<file path="src/rtl/ps2_kb_rx.sv">
// PS/2 keyboard receiver: deframes 11-bit PS/2 frames, tracks E0/F0 prefixes, translates make codes to ASCII.
// Latency: key/key_valid registered at the clk edge where the stop-bit fall is seen (strobe high the next cycle).
// Backpressure: none; key_valid and frame_err are one-cycle strobes the consumer must take when offered.
//
// Ports:
//   clk        system clock, rising edge
//   rst        asynchronous active-high reset, clears all state
//   ps2_clk    raw PS/2 clock line (asynchronous, synchronized here)
//   ps2_data   raw PS/2 data line (asynchronous, synchronized here)
//   key        ASCII of the last accepted key, held between strobes
//   key_valid  one-cycle strobe, key is valid while high
//   frame_err  one-cycle strobe on parity, stop-bit or timeout error
module ps2_kb_rx #(
    parameter int TIMEOUT_CYCLES = 5000,
    parameter int TO_W           = 16
) (
    input  logic       clk,
    input  logic       rst,
    input  logic       ps2_clk,
    input  logic       ps2_data,
    output logic [7:0] key,
    output logic       key_valid,
    output logic       frame_err
);

    typedef enum logic [1:0] {
        IDLE   = 2'd0,
        DATA   = 2'd1,
        PARITY = 2'd2,
        STOP   = 2'd3
    } state_t;

    // ------------------------------------------------------------------
    // Input conditioning
    // ------------------------------------------------------------------
    // Everything resets to 1, the idle bus level, so a reset never
    // manufactures a falling edge on release.
    logic clk_s1;
    logic clk_s2;
    logic clk_prev;
    logic data_s1;
    logic data_s2;
    logic fall;

    always_ff @(posedge clk or posedge rst) begin
        if (rst) begin
            clk_s1   <= 1'b1;
            clk_s2   <= 1'b1;
            clk_prev <= 1'b1;
            data_s1  <= 1'b1;
            data_s2  <= 1'b1;
        end else begin
            clk_s1   <= ps2_clk;
            clk_s2   <= clk_s1;
            clk_prev <= clk_s2;
            data_s1  <= ps2_data;
            data_s2  <= data_s1;
        end
    end

    // Clock and data share the same synchronizer depth, so data sampled
    // alongside the detected fall is the value the device drove before it.
    assign fall = clk_prev & ~clk_s2;

    // ------------------------------------------------------------------
    // Scan-code to ASCII table. Bit 8 flags a mapped code.
    // ------------------------------------------------------------------
    function automatic logic [8:0] lookup(input logic [7:0] code);
        logic [8:0] r;
        r = 9'h000;
        case (code)
            8'h1C: r = {1'b1, 8'h61}; // a
            8'h32: r = {1'b1, 8'h62}; // b
            8'h21: r = {1'b1, 8'h63}; // c
            8'h23: r = {1'b1, 8'h64}; // d
            8'h24: r = {1'b1, 8'h65}; // e
            8'h2B: r = {1'b1, 8'h66}; // f
            8'h34: r = {1'b1, 8'h67}; // g
            8'h33: r = {1'b1, 8'h68}; // h
            8'h43: r = {1'b1, 8'h69}; // i
            8'h3B: r = {1'b1, 8'h6A}; // j
            8'h42: r = {1'b1, 8'h6B}; // k
            8'h4B: r = {1'b1, 8'h6C}; // l
            8'h3A: r = {1'b1, 8'h6D}; // m
            8'h31: r = {1'b1, 8'h6E}; // n
            8'h44: r = {1'b1, 8'h6F}; // o
            8'h4D: r = {1'b1, 8'h70}; // p
            8'h15: r = {1'b1, 8'h71}; // q
            8'h2D: r = {1'b1, 8'h72}; // r
            8'h1B: r = {1'b1, 8'h73}; // s
            8'h2C: r = {1'b1, 8'h74}; // t
            8'h3C: r = {1'b1, 8'h75}; // u
            8'h2A: r = {1'b1, 8'h76}; // v
            8'h1D: r = {1'b1, 8'h77}; // w
            8'h22: r = {1'b1, 8'h78}; // x
            8'h35: r = {1'b1, 8'h79}; // y
            8'h1A: r = {1'b1, 8'h7A}; // z
            8'h45: r = {1'b1, 8'h30}; // 0
            8'h16: r = {1'b1, 8'h31}; // 1
            8'h1E: r = {1'b1, 8'h32}; // 2
            8'h26: r = {1'b1, 8'h33}; // 3
            8'h25: r = {1'b1, 8'h34}; // 4
            8'h2E: r = {1'b1, 8'h35}; // 5
            8'h36: r = {1'b1, 8'h36}; // 6
            8'h3D: r = {1'b1, 8'h37}; // 7
            8'h3E: r = {1'b1, 8'h38}; // 8
            8'h46: r = {1'b1, 8'h39}; // 9
            8'h29: r = {1'b1, 8'h20}; // space
            8'h5A: r = {1'b1, 8'h0D}; // enter, the line terminator downstream
            default: r = 9'h000;
        endcase
        return r;
    endfunction

    // ------------------------------------------------------------------
    // Frame FSM, timeout and decoder state
    // ------------------------------------------------------------------
    state_t          state;
    state_t          state_nxt;
    logic [2:0]      bit_cnt;
    logic [2:0]      bit_cnt_nxt;
    logic [7:0]      shreg;
    logic [7:0]      shreg_nxt;
    logic            par_bit;
    logic            par_bit_nxt;
    logic [TO_W-1:0] to_cnt;
    logic [TO_W-1:0] to_cnt_nxt;
    logic            brk;
    logic            brk_nxt;
    logic            ext;
    logic            ext_nxt;
    logic [7:0]      key_nxt;
    logic            key_valid_nxt;
    logic            frame_err_nxt;

    logic            par_ok;
    logic            timeout;
    logic [8:0]      lut;

    // Odd parity over data plus parity bit.
    assign par_ok  = ^{shreg, par_bit};
    assign lut     = lookup(shreg);
    // A fall on the same cycle keeps the frame alive.
    assign timeout = (state != IDLE) && !fall &&
                     (to_cnt == TO_W'(TIMEOUT_CYCLES - 1));

    always_ff @(posedge clk or posedge rst) begin
        if (rst) begin
            state     <= IDLE;
            bit_cnt   <= '0;
            shreg     <= '0;
            par_bit   <= 1'b0;
            to_cnt    <= '0;
            brk       <= 1'b0;
            ext       <= 1'b0;
            key       <= 8'h00;
            key_valid <= 1'b0;
            frame_err <= 1'b0;
        end else begin
            state     <= state_nxt;
            bit_cnt   <= bit_cnt_nxt;
            shreg     <= shreg_nxt;
            par_bit   <= par_bit_nxt;
            to_cnt    <= to_cnt_nxt;
            brk       <= brk_nxt;
            ext       <= ext_nxt;
            key       <= key_nxt;
            key_valid <= key_valid_nxt;
            frame_err <= frame_err_nxt;
        end
    end

    always_comb begin
        state_nxt     = state;
        bit_cnt_nxt   = bit_cnt;
        shreg_nxt     = shreg;
        par_bit_nxt   = par_bit;
        brk_nxt       = brk;
        ext_nxt       = ext;
        key_nxt       = key;
        key_valid_nxt = 1'b0;
        frame_err_nxt = 1'b0;

        if (fall || state == IDLE) begin
            to_cnt_nxt = '0;
        end else begin
            to_cnt_nxt = to_cnt + TO_W'(1);
        end

        case (state)
            IDLE: begin
                // A 1 in the start position is line noise, not an error.
                if (fall && !data_s2) begin
                    state_nxt   = DATA;
                    bit_cnt_nxt = '0;
                end
            end
            DATA: begin
                if (fall) begin
                    shreg_nxt[bit_cnt] = data_s2;
                    bit_cnt_nxt        = bit_cnt + 3'd1;
                    if (bit_cnt == 3'd7) begin
                        state_nxt = PARITY;
                    end
                end
            end
            PARITY: begin
                if (fall) begin
                    par_bit_nxt = data_s2;
                    state_nxt   = STOP;
                end
            end
            STOP: begin
                if (fall) begin
                    state_nxt = IDLE;
                    if (data_s2 && par_ok) begin
                        if (shreg == 8'hE0) begin
                            ext_nxt = 1'b1;
                        end else if (shreg == 8'hF0) begin
                            brk_nxt = 1'b1;
                        end else if (brk) begin
                            // Release of a key: swallow it and drop any prefix.
                            brk_nxt = 1'b0;
                            ext_nxt = 1'b0;
                        end else if (ext) begin
                            // Only keypad enter is meaningful among extended keys.
                            ext_nxt = 1'b0;
                            if (shreg == 8'h5A) begin
                                key_nxt       = 8'h0D;
                                key_valid_nxt = 1'b1;
                            end
                        end else if (lut[8]) begin
                            key_nxt       = lut[7:0];
                            key_valid_nxt = 1'b1;
                        end
                    end else begin
                        // A corrupted byte may have been a prefix, so forget both.
                        frame_err_nxt = 1'b1;
                        brk_nxt       = 1'b0;
                        ext_nxt       = 1'b0;
                    end
                end
            end
            default: state_nxt = IDLE;
        endcase

        if (timeout) begin
            state_nxt     = IDLE;
            frame_err_nxt = 1'b1;
            brk_nxt       = 1'b0;
            ext_nxt       = 1'b0;
        end
    end

endmodule

</file>
<file path="config.mk">
export PLATFORM = sky130hd
export DESIGN_NAME = ps2_kb_rx
export DESIGN_NICKNAME = d
export VERILOG_FILES = /design/src/rtl/ps2_kb_rx.sv
export SDC_FILE = /design/constraint.sdc
export NUM_CORES = 1
export LEC_CHECK = 0
export ABC_AREA = 1
export BUFFER_PORTS_ARGS = -buffer_cell sky130_fd_sc_hd__buf_2
export CORE_MARGIN = 10
export CORE_UTILIZATION = 40
export DETAILED_ROUTE_END_ITERATION = 8
export SYNTH_ARGS = -nofsm -noshare
export SYNTH_HDL_FRONTEND = slang
export SYNTH_SLANG_ARGS = --single-unit
</file>
<file path="constraint.sdc">
create_clock -name clk -period 2.45 [get_ports clk]
set_input_delay 0.3675 -clock clk [delete_from_list [all_inputs] [get_ports clk]]
set_output_delay 0.3675 -clock clk [all_outputs]
set_load 0.03 [all_outputs]
</file>
==> impl_metrics.py, run 1 <==
metrics = {
    "cells_and_area": {
        "fin_util_pct": 43.8,
        "final_nets": 467,
        "syn2layout_area_growth_pct": 7.77,
        "drive_gt1_share_pct": 12.4,
        "num_antenna_cells": 0,
    },
    "routing": {
        "drt_iter0_markers": 134,
        "viasPerCell": 5.15,
        "routed_wl_mm": 6.64,
        "via_count": 2841,
        "detail-route-antenna-nets": 0,
        "detail_route.first_pass.iterations": 5,
        "drc": 0,
        "wire_per_inst_um": 12.0,
    },
    "die": {
        "rows": 32,
        "io_pins": 14,
        "die_w_um": 108,
        "die_y_um": 108,
        "die-area_mm2": 0.0117,
        "core-area_mm2": 0.00765,
        "initial_utilization_pct": 40.6,
    },
    "power": {
        "p_leak_uw": 0.00167,
        "peakVddDrop_uv": 418,
        "finalPower_uw": 3020,
        "pwr_density_cell_mw_per_mm2": 901,
    },
    "global_routing": {
        "grtUsageTotal_pct": 11.8,
        "grt_pass1_vias": 2727,
        "grt_pass1_wl_mm": 11.6,
        "use_met2_pct": 18.9,
        "met1_usage_pct": 14.8,
        "grt_overflow_total": 0,
        "antenna_found_initial": 0,
        "busiest_layer": "met2",
        "gr-usage-met3_pct": 2.26,
        "grt_max_degree": 24,
    },
    "timing": {
        "post-route-period-util_pct": 89.4,
        "fin_tns_setup_ns": 0,
        "min_period_ns": 2.19,
        "hold_viol": 0,
        "rsz0062_at_grt": "no",
        "setup_violations": 0,
        "fin_worst_skew_ns": 0.0108,
        "fmax_mhz": 457,
        "maxSlewViolCount": 0,
    },
    "hold_path": {
        "worstHoldPathType": "in2async",
    },
    "clock_tree": {
        "cts_num_sinks": 46,
        "cts-root-buf": "clkbuf_8",
        "post_cts_resized": 0,
        "hold_buffers": 0,
        "cts_setup_buffers": 0,
        "clock_latency_ns": 0.29,
        "cts_buffers": 5,
        "htree_levels": 2,
        "cts_tree": "built",
        "cts.path.max_buffers": 2,
        "path_clk_slew_ns": 0.09,
    },
    "logic_synthesis": {
        "synth_cell_type_count": 38,
        "synth_edf_count": 0,
        "ys_top_cells_by_area": "dfrtp_1, nand2_1, nand3_1",
        "synth.avg_cell_area_um2": 7.14,
        "synth_nets": 453,
        "yosysSeqAreaShare_pct": 37.2,
        "synth_top_area_share_pct": 33.0,
        "ys_warn_count": 0,
        "synthFlopType": "dfrtp_1",
        "async_flop_share_pct": 100,
        "synth_area_mm2": 0.00311,
        "synth_area_leader_cell": "dfrtp_1",
        "synth_seq_cells": 46,
        "syn_inst": 435,
        "synth_top_cells_by_count": "nand2_1, inv_1, nand3_1",
        "synth.most_common_cell": "nand2_1",
    },
    "critical_path": {
        "crit_type": "reg2reg",
        "setup.worst_path.end_class": "flop",
        "crit_arrival_ns": 2.37,
        "start_kind": "flop",
        "critPathMaxFanout": 12,
        "crit_required_ns": 2.63,
    },
    "place": {
        "gp_congestion": 0.891,
        "portBuffers": 12,
        "dp_hpwl_mm": 5.12,
    },
    "run": {
        "cap_violations": 0,
    },
    "status": {
        "status": "finished, final reports clean",
    },
}
## cells by family (layout without fill, tap and decap cells)
| group | after synthesis | count (layout) | share of synthesized area [%] |
|---|---|---|---|
| xor gates and xnor gates | 5 | 5 | 1.41 |
| AOI/OAI and AO/OA | 69 | 69 | 12.6 |
| buffers and inverters | 67 | 82 | 9.02 |
| other | 1 | 1 | 0.121 |
| and+or+nand+nor | 233 | 233 | 34.0 |
| DFF | 46 | 46 | 37.2 |
| adders and majority gates | 14 | 14 | 5.64 |
## worst paths after layout
check                      startpoint  slack, ns        end  depth (start not counted)
max reg2reg                  shreg[1]       0.26     key[5]                         11
min in group clk              ps2_clk       0.16     clk_s1                          1
min                               rst       0.08  to_cnt[9]                          2
max in group asynchronous         rst       1.74    data_s1                          3
min reg2reg                    clk_s1       0.36     clk_s2                          0
max                          shreg[1]       0.26     key[5]                         11
## placed cells by master, fill, tap and decap left out, types with 2 or more instances in the layout
cell type and count:
dfrtp_1 41, buf_2 12, nand2_2 4, nor2_4 2
a31oi_1 6, or2_2 3, dfstp_2 5, nand4_1 7
inv_2 8, nand2_4 2, nand2_1 112, ha_1 14
o211ai_1 3, o21ai_2 4, o21ai_0 26, nor3_1 12
nor2_1 35, inv_1 49, nand3_1 47, a21oi_1 25
clkbuf_8 5, xor2_1 3, xnor2_1 2, o31ai_1 2
nor2_2 2, nand3_2 2, buf_4 4
## through the flow
step                setup slack, ns  instance area (um2)  hold WS, ns  std cells
floorplan                     0.472                 3110        0.345        435
global placement              0.329                 3260        0.347        544
detailed placement            0.258                 3260        0.349        544
CTS                           0.233                 3350       0.0816        552
global route                 0.0121                 3350       0.0910        552
finish                        0.261                 3350       0.0800        552
## critical path, stage by stage, from the launching register on
cell and delay (ns):
dfrtp_1 0.47, inv_1 0.17, ha_1 0.35, xnor2_1 0.20
or2_1 0.17, nand2_1 0.08, nand2_1 0.10, nand3_4 0.10
nor2_4 0.15, nand2_4 0.14, nand2_1 0.10, o21ai_2 0.05
## power breakdown
| group | switching, uW | internal, uW |
|---|---|---|
| Sequential | 145 | 872 |
| Combinational | 1020 | 528 |
| Clock | 249 | 202 |
## flip-flops by register name (all words and copies together), names as in the netlist
register	cells
clk_prev	1
shreg	8
bit_cnt	3
clk_s2	1
brk	1
key	7
state	2
data_s2	1
to_cnt	16
par_bit	1
data_s1	1
clk_s1	1
ext	1
frame_err	1
key_valid	1
## cell type report
type	count	area [um2]
fillers	792	4300
multi-input cells	322	1670
flip-flops and latches	46	1160
inverters	58	218
well taps	102	128
repair buffers	16	90.1
clock buffers	6	72.6
clock inverters	2	13.8
## layer usage
metal	share of wire [%]	up-vias
met5	0	-
met3	4.3	12
met4	1.9	0
met2	45	71
li1	-	1453
met1	48	1305
Power figures use the tool's default switching activity.
==> run 2, diff against run 1 <==
--- a/config.mk
+++ b/config.mk
@@ -7,7 +7,7 @@
 export LEC_CHECK = 0
 export ABC_AREA = 1
 export BUFFER_PORTS_ARGS = -buffer_cell sky130_fd_sc_hd__buf_2
-export CORE_MARGIN = 10
+export CORE_MARGIN = 2
 export CORE_UTILIZATION = 40
 export DETAILED_ROUTE_END_ITERATION = 8
 export SYNTH_ARGS = -nofsm -noshare
==> run 2 against run 1 <==
  * Clock-buffer cell count did not move
  * Total power rose by 3.9%
  * Critical path type unchanged
  * Global-route usage rose by 4.6 points
  * Highest routed layer unchanged
==> impl_metrics.py, run 2 (same netlist as run 1, synthesis figures left out) <==
metrics = {
    "clock_tree": {
        "cts_num_sinks": 46,
        "post_cts_resized": 0,
        "cts_setup_buffers": 0,
        "cts_tree": "built",
        "htree_levels": 2,
        "path_clk_slew_ns": 0.08,
        "cts-root-buf": "clkbuf_8",
        "hold_buffers": 0,
        "cts.path.max_buffers": 2,
        "clock_latency_ns": 0.29,
        "cts_buffers": 5,
    },
    "hold_path": {
        "worstHoldStart": "ps2_clk",
        "worstHoldPathType": "in2reg",
        "hold_depth": 1,
        "holdPathEnd": "clk_s1",
    },
    "critical_path": {
        "crit_path_top_delay_cell": "dfrtp_1",
        "critPathMaxFanout": 12,
        "worstPathCellList": "inv_1 > ha_1 > xnor2_1 > or2_1 > nand2_1 > nand2_1 > nand3_4 > nor2_4 > nand2_4 > nand2_1 > o21ai_2",
        "crit_type": "reg2reg",
        "max_stage_delay_ns": 0.45,
        "crit_arrival_ns": 2.38,
        "setup.worst_path.end_class": "flop",
        "crit_required_ns": 2.63,
        "r2r-start": "shreg[1]",
        "crit_family": "simple AND/OR/NAND/NOR gates",
        "reg2reg_depth": 11,
        "startpoint": "shreg[1]",
        "r2r_end": "key[6]",
        "timing.critical_path.buf_inv": 1,
        "cpMostUsedCell": "nand2_1",
        "start_kind": "flop",
        "r2r_slack_ns": 0.25,
    },
    "global_routing": {
        "gr-usage-met3_pct": 2.55,
        "grt_overflow_total": 0,
        "antenna_found_initial": 0,
        "grt_max_degree": 47,
        "grt_pass1_vias": 2671,
        "met1_usage_pct": 21.3,
        "use_met2_pct": 28.9,
        "busiest_layer": "met2",
        "grtUsageTotal_pct": 16.4,
        "grt_pass1_wl_mm": 11.5,
    },
    "cells_and_area": {
        "final_nets": 467,
        "largest_reg_flops": 16,
        "num_antenna_cells": 0,
        "stdcell_count": 552,
        "top_register": "to_cnt",
        "layout_commonest_cell": "nand2_1",
        "drive_gt1_share_pct": 12.4,
        "syn2layout_area_growth_pct": 8.53,
        "final_cell_mix": "nand2_1, inv_1, nand3_1",
        "fin_util_pct": 44.3,
        "top_regs": "to_cnt (16), shreg (8), key (7)",
    },
    "die": {
        "die-area_mm2": 0.00849,
        "rows": 32,
        "core-area_mm2": 0.00761,
        "die_w_um": 92.1,
        "initial_utilization_pct": 40.9,
        "die_y_um": 92.1,
        "io_pins": 14,
    },
    "place": {
        "gp_congestion": 0.885,
        "portBuffers": 12,
        "dp_hpwl_mm": 5.11,
        "dp_cells": 544,
        "pre_cts_ws_ns": 0.259,
    },
    "routing": {
        "drt_iter0_markers": 117,
        "drc": 0,
        "wire_per_inst_um": 12.0,
        "detail_route.first_pass.iterations": 4,
        "viasPerCell": 5.11,
        "detail-route-antenna-nets": 0,
        "routed_wl_mm": 6.61,
        "via_count": 2820,
    },
    "timing": {
        "fin_tns_setup_ns": 0,
        "maxSlewHeadroom_pct": 61.9,
        "setup_slack_ns": 0.254,
        "post-route-period-util_pct": 89.6,
        "fmax_mhz": 455,
        "rsz0062_at_grt": "no",
        "min_period_ns": 2.20,
        "hold_viol": 0,
        "maxSlewViolCount": 0,
        "holdWs_ns": 0.167,
        "fin_worst_skew_ns": 0.00743,
        "setup_violations": 0,
        "tightest_slew_ns": 0.571,
    },
    "power": {
        "pwr_density_cell_mw_per_mm2": 930,
        "peakVddDrop_uv": 409,
        "p_leak_uw": 0.00167,
    },
    "status": {
        "status": "finished, final reports clean",
    },
    "run": {
        "cap_violations": 0,
    },
}
## run 2: per-layer routing
metal / part of all wire (%) / vias up
li1: - / 1459
met1: 48 / 1304
met2: 49 / 55
met3: 3.4 / 2
met4: 0.38 / 0
met5: 0 / -
## run 2: per-stage QoR
stage	instance area, um2	total power, uW
finish	3370	3140
global route	3370	3430
CTS	3370	3160
detailed placement	3260	2590
global placement	3260	2570
floorplan	3110	2250
## run 2: power breakdown
part           internal (uW)  leakage (uW)  switching [uW]
registers                872      0.000610             148
logic                    538       0.00101            1020
clock network            304     0.0000514             249
## run 2: how the worst max path moves through the flow
stage	end	slack (ns)	cells after the start
6_report	key[6]	0.25	11
5_1_grt	key[2]	0.04	16
4_1_cts	key[6]	0.23	11
3_5_place_dp	key[6]	0.26	11
3_3_place_gp	key[5]	0.36	11
2_1_floorplan	key[1]	0.47	11
## run 2: final cells by class
| class | count | area [um2] |
|---|---|---|
| Tap cell | 102 | 128 |
| Timing Repair Buffer | 16 | 90.1 |
| Clock inverter | 2 | 37.5 |
| Inverter | 58 | 218 |
| Fill cell | 773 | 4230 |
| Clock buffer | 6 | 72.6 |
| Sequential cell | 46 | 1160 |
| Multi-Input combinational cell | 322 | 1670 |
==> run 3, diff against run 2 <==
--- a/config.mk
+++ b/config.mk
@@ -7,6 +7,7 @@
 export LEC_CHECK = 0
 export ABC_AREA = 1
 export BUFFER_PORTS_ARGS = -buffer_cell sky130_fd_sc_hd__buf_2
+export CORE_ASPECT_RATIO = 0.5
 export CORE_MARGIN = 2
 export CORE_UTILIZATION = 40
 export DETAILED_ROUTE_END_ITERATION = 8
==> run 3 against run 2 <==
  * Critical path depth increased by 5
  * Cell area increased by 1.8%
  * Worst setup slack gained 0.031 ns
  * Combinational power hardly changed
  * Maximum frequency increased by 1.4%
  * Largest power group unchanged
  * Total power is 6.4% higher
  * Global-route usage grew 0.065 points
  * Largest cell class unchanged
  * Die area increased by 0.51%
  * Non-clock buffer count grew 2
  * Clock-buffer cell count grew 1
  * Hold slack worse by 0.058 ns
==> impl_metrics.py, run 3 (same netlist as run 1, synthesis figures left out) <==
metrics = {
    "status": {
        "status": "finished, final reports clean",
    },
    "global_routing": {
        "grt_pass1_wl_mm": 11.2,
        "grtUsageTotal_pct": 16.4,
        "antenna_found_initial": 0,
        "grt_pass1_vias": 2474,
        "grt_overflow_total": 0,
        "grt_max_degree": 26,
    },
    "critical_path": {
        "r2r-start": "shreg[0]",
        "start_kind": "flop",
        "r2r_slack_ns": 0.29,
        "crit_required_ns": 2.63,
        "crit_type": "reg2reg",
        "setup.worst_path.end_class": "flop",
        "critPathMaxFanout": 12,
        "crit_arrival_ns": 2.35,
        "reg2reg_depth": 16,
        "r2r_end": "key[3]",
    },
    "clock_tree": {
        "post_cts_resized": 0,
        "cts_tree": "built",
        "cts.path.max_buffers": 2,
        "path_clk_slew_ns": 0.06,
        "cts_num_sinks": 46,
        "clock_latency_ns": 0.29,
        "cts_setup_buffers": 0,
        "cts_buffers": 5,
        "htree_levels": 2,
        "hold_buffers": 0,
        "cts-root-buf": "clkbuf_16",
    },
    "place": {
        "portBuffers": 12,
        "placed_area_mm2": 0.00327,
        "dp_cells": 540,
        "dp_hpwl_mm": 5.02,
        "gp_congestion": 0.868,
    },
    "power": {
        "peakVddDrop_uv": 320,
        "p_leak_uw": 0.00171,
        "pwr_density_cell_mw_per_mm2": 972,
    },
    "cells_and_area": {
        "largest_reg_flops": 16,
        "drive_gt1_share_pct": 12.6,
        "stdcell_area_mm2": 0.00343,
        "stdcell_count": 548,
        "layout_commonest_cell": "nand2_1",
        "top_register": "to_cnt",
        "num_antenna_cells": 0,
        "syn2layout_area_growth_pct": 10.5,
        "top_regs": "to_cnt (16), shreg (8), key (7)",
        "final_cell_mix": "nand2_1, inv_1, nand3_1",
        "final_nets": 469,
    },
    "routing": {
        "routed_wl_mm": 6.52,
        "detail-route-antenna-nets": 0,
        "drc": 0,
        "via_count": 2790,
        "wire_per_inst_um": 11.9,
        "detail_route.first_pass.iterations": 4,
        "drt_iter0_markers": 185,
        "viasPerCell": 5.09,
    },
    "die": {
        "core-area_mm2": 0.00743,
        "io_pins": 14,
        "die-area_mm2": 0.00853,
        "initial_utilization_pct": 41.8,
        "die_w_um": 129,
        "die_y_um": 66.3,
        "rows": 22,
    },
    "timing": {
        "tightest_slew_ns": 0.510,
        "fin_tns_setup_ns": 0,
        "fin_worst_skew_ns": 0.00414,
        "post-route-period-util_pct": 88.3,
        "maxSlewViolCount": 0,
        "rsz0062_at_grt": "no",
        "maxSlewHeadroom_pct": 65.9,
        "setup_violations": 0,
        "min_period_ns": 2.16,
        "fmax_mhz": 462,
        "hold_viol": 0,
    },
    "hold_path": {
        "worstHoldPathType": "in2async",
    },
    "run": {
        "cap_violations": 0,
    },
}
==> run 3: final cells by class <==
cell class | instances | area (um2)
repair buffers | 18 | 105
clock inverters | 1 | 30.0
clock buffers | 7 | 133
fillers | 761 | 4000
inverters | 58 | 218
flip-flops and latches | 46 | 1160
well taps | 96 | 120
multi-input cells | 322 | 1670
==> run 3: metal layers <==
layer / global-route usage [%] / share of wire, %
met1: 22.6 / 51
met2: 26.6 / 43
met3: 4.13 / 5.5
met4: 2.85 / 0.51
met5: 0 / 0
==> run 3: worst max-delay path, stage by stage, from the launching register on <==
cell,delay (ns)
dfrtp_1,0.52
inv_1,0.15
ha_1,0.35
nand2_1,0.07
nand2_1,0.08
nand2_1,0.11
inv_1,0.05
nand2_1,0.05
nand2_1,0.05
nand3_1,0.07
nand2_1,0.06
nand3_1,0.09
nand2_2,0.09
nand2_4,0.16
nand2_1,0.07
nand2_1,0.06
inv_1,0.03
==> run 3: report_power, final <==
group	internal (uW)	switching, uW	leakage [uW]
clock network	482	275	0.0000781
logic	538	1040	0.00102
registers	874	126	0.000610
==> run 3: worst max path at each step <==
stage,start,endpoint,slack [ns],cells after the start
3_5_place_dp,shreg[0],key[2],0.30,16
4_1_cts,shreg[1],key[5],0.29,11
3_3_place_gp,shreg[0],key[3],0.36,16
6_report,shreg[0],key[3],0.29,16
5_1_grt,shreg[1],key[5],0.10,11
2_1_floorplan,shreg[1],key[1],0.47,11
==> run 3: metrics by stage <==
step	hold WS, ns	util, %	total power, uW	setup slack, ns
floorplan	0.345	-	2250	0.472
global placement	0.346	44.0	2590	0.363
detailed placement	0.347	44.0	2580	0.302
CTS	0.127	46.2	3350	0.286
global route	0.146	46.2	3640	0.100
finish	0.108	46.2	3340	0.285
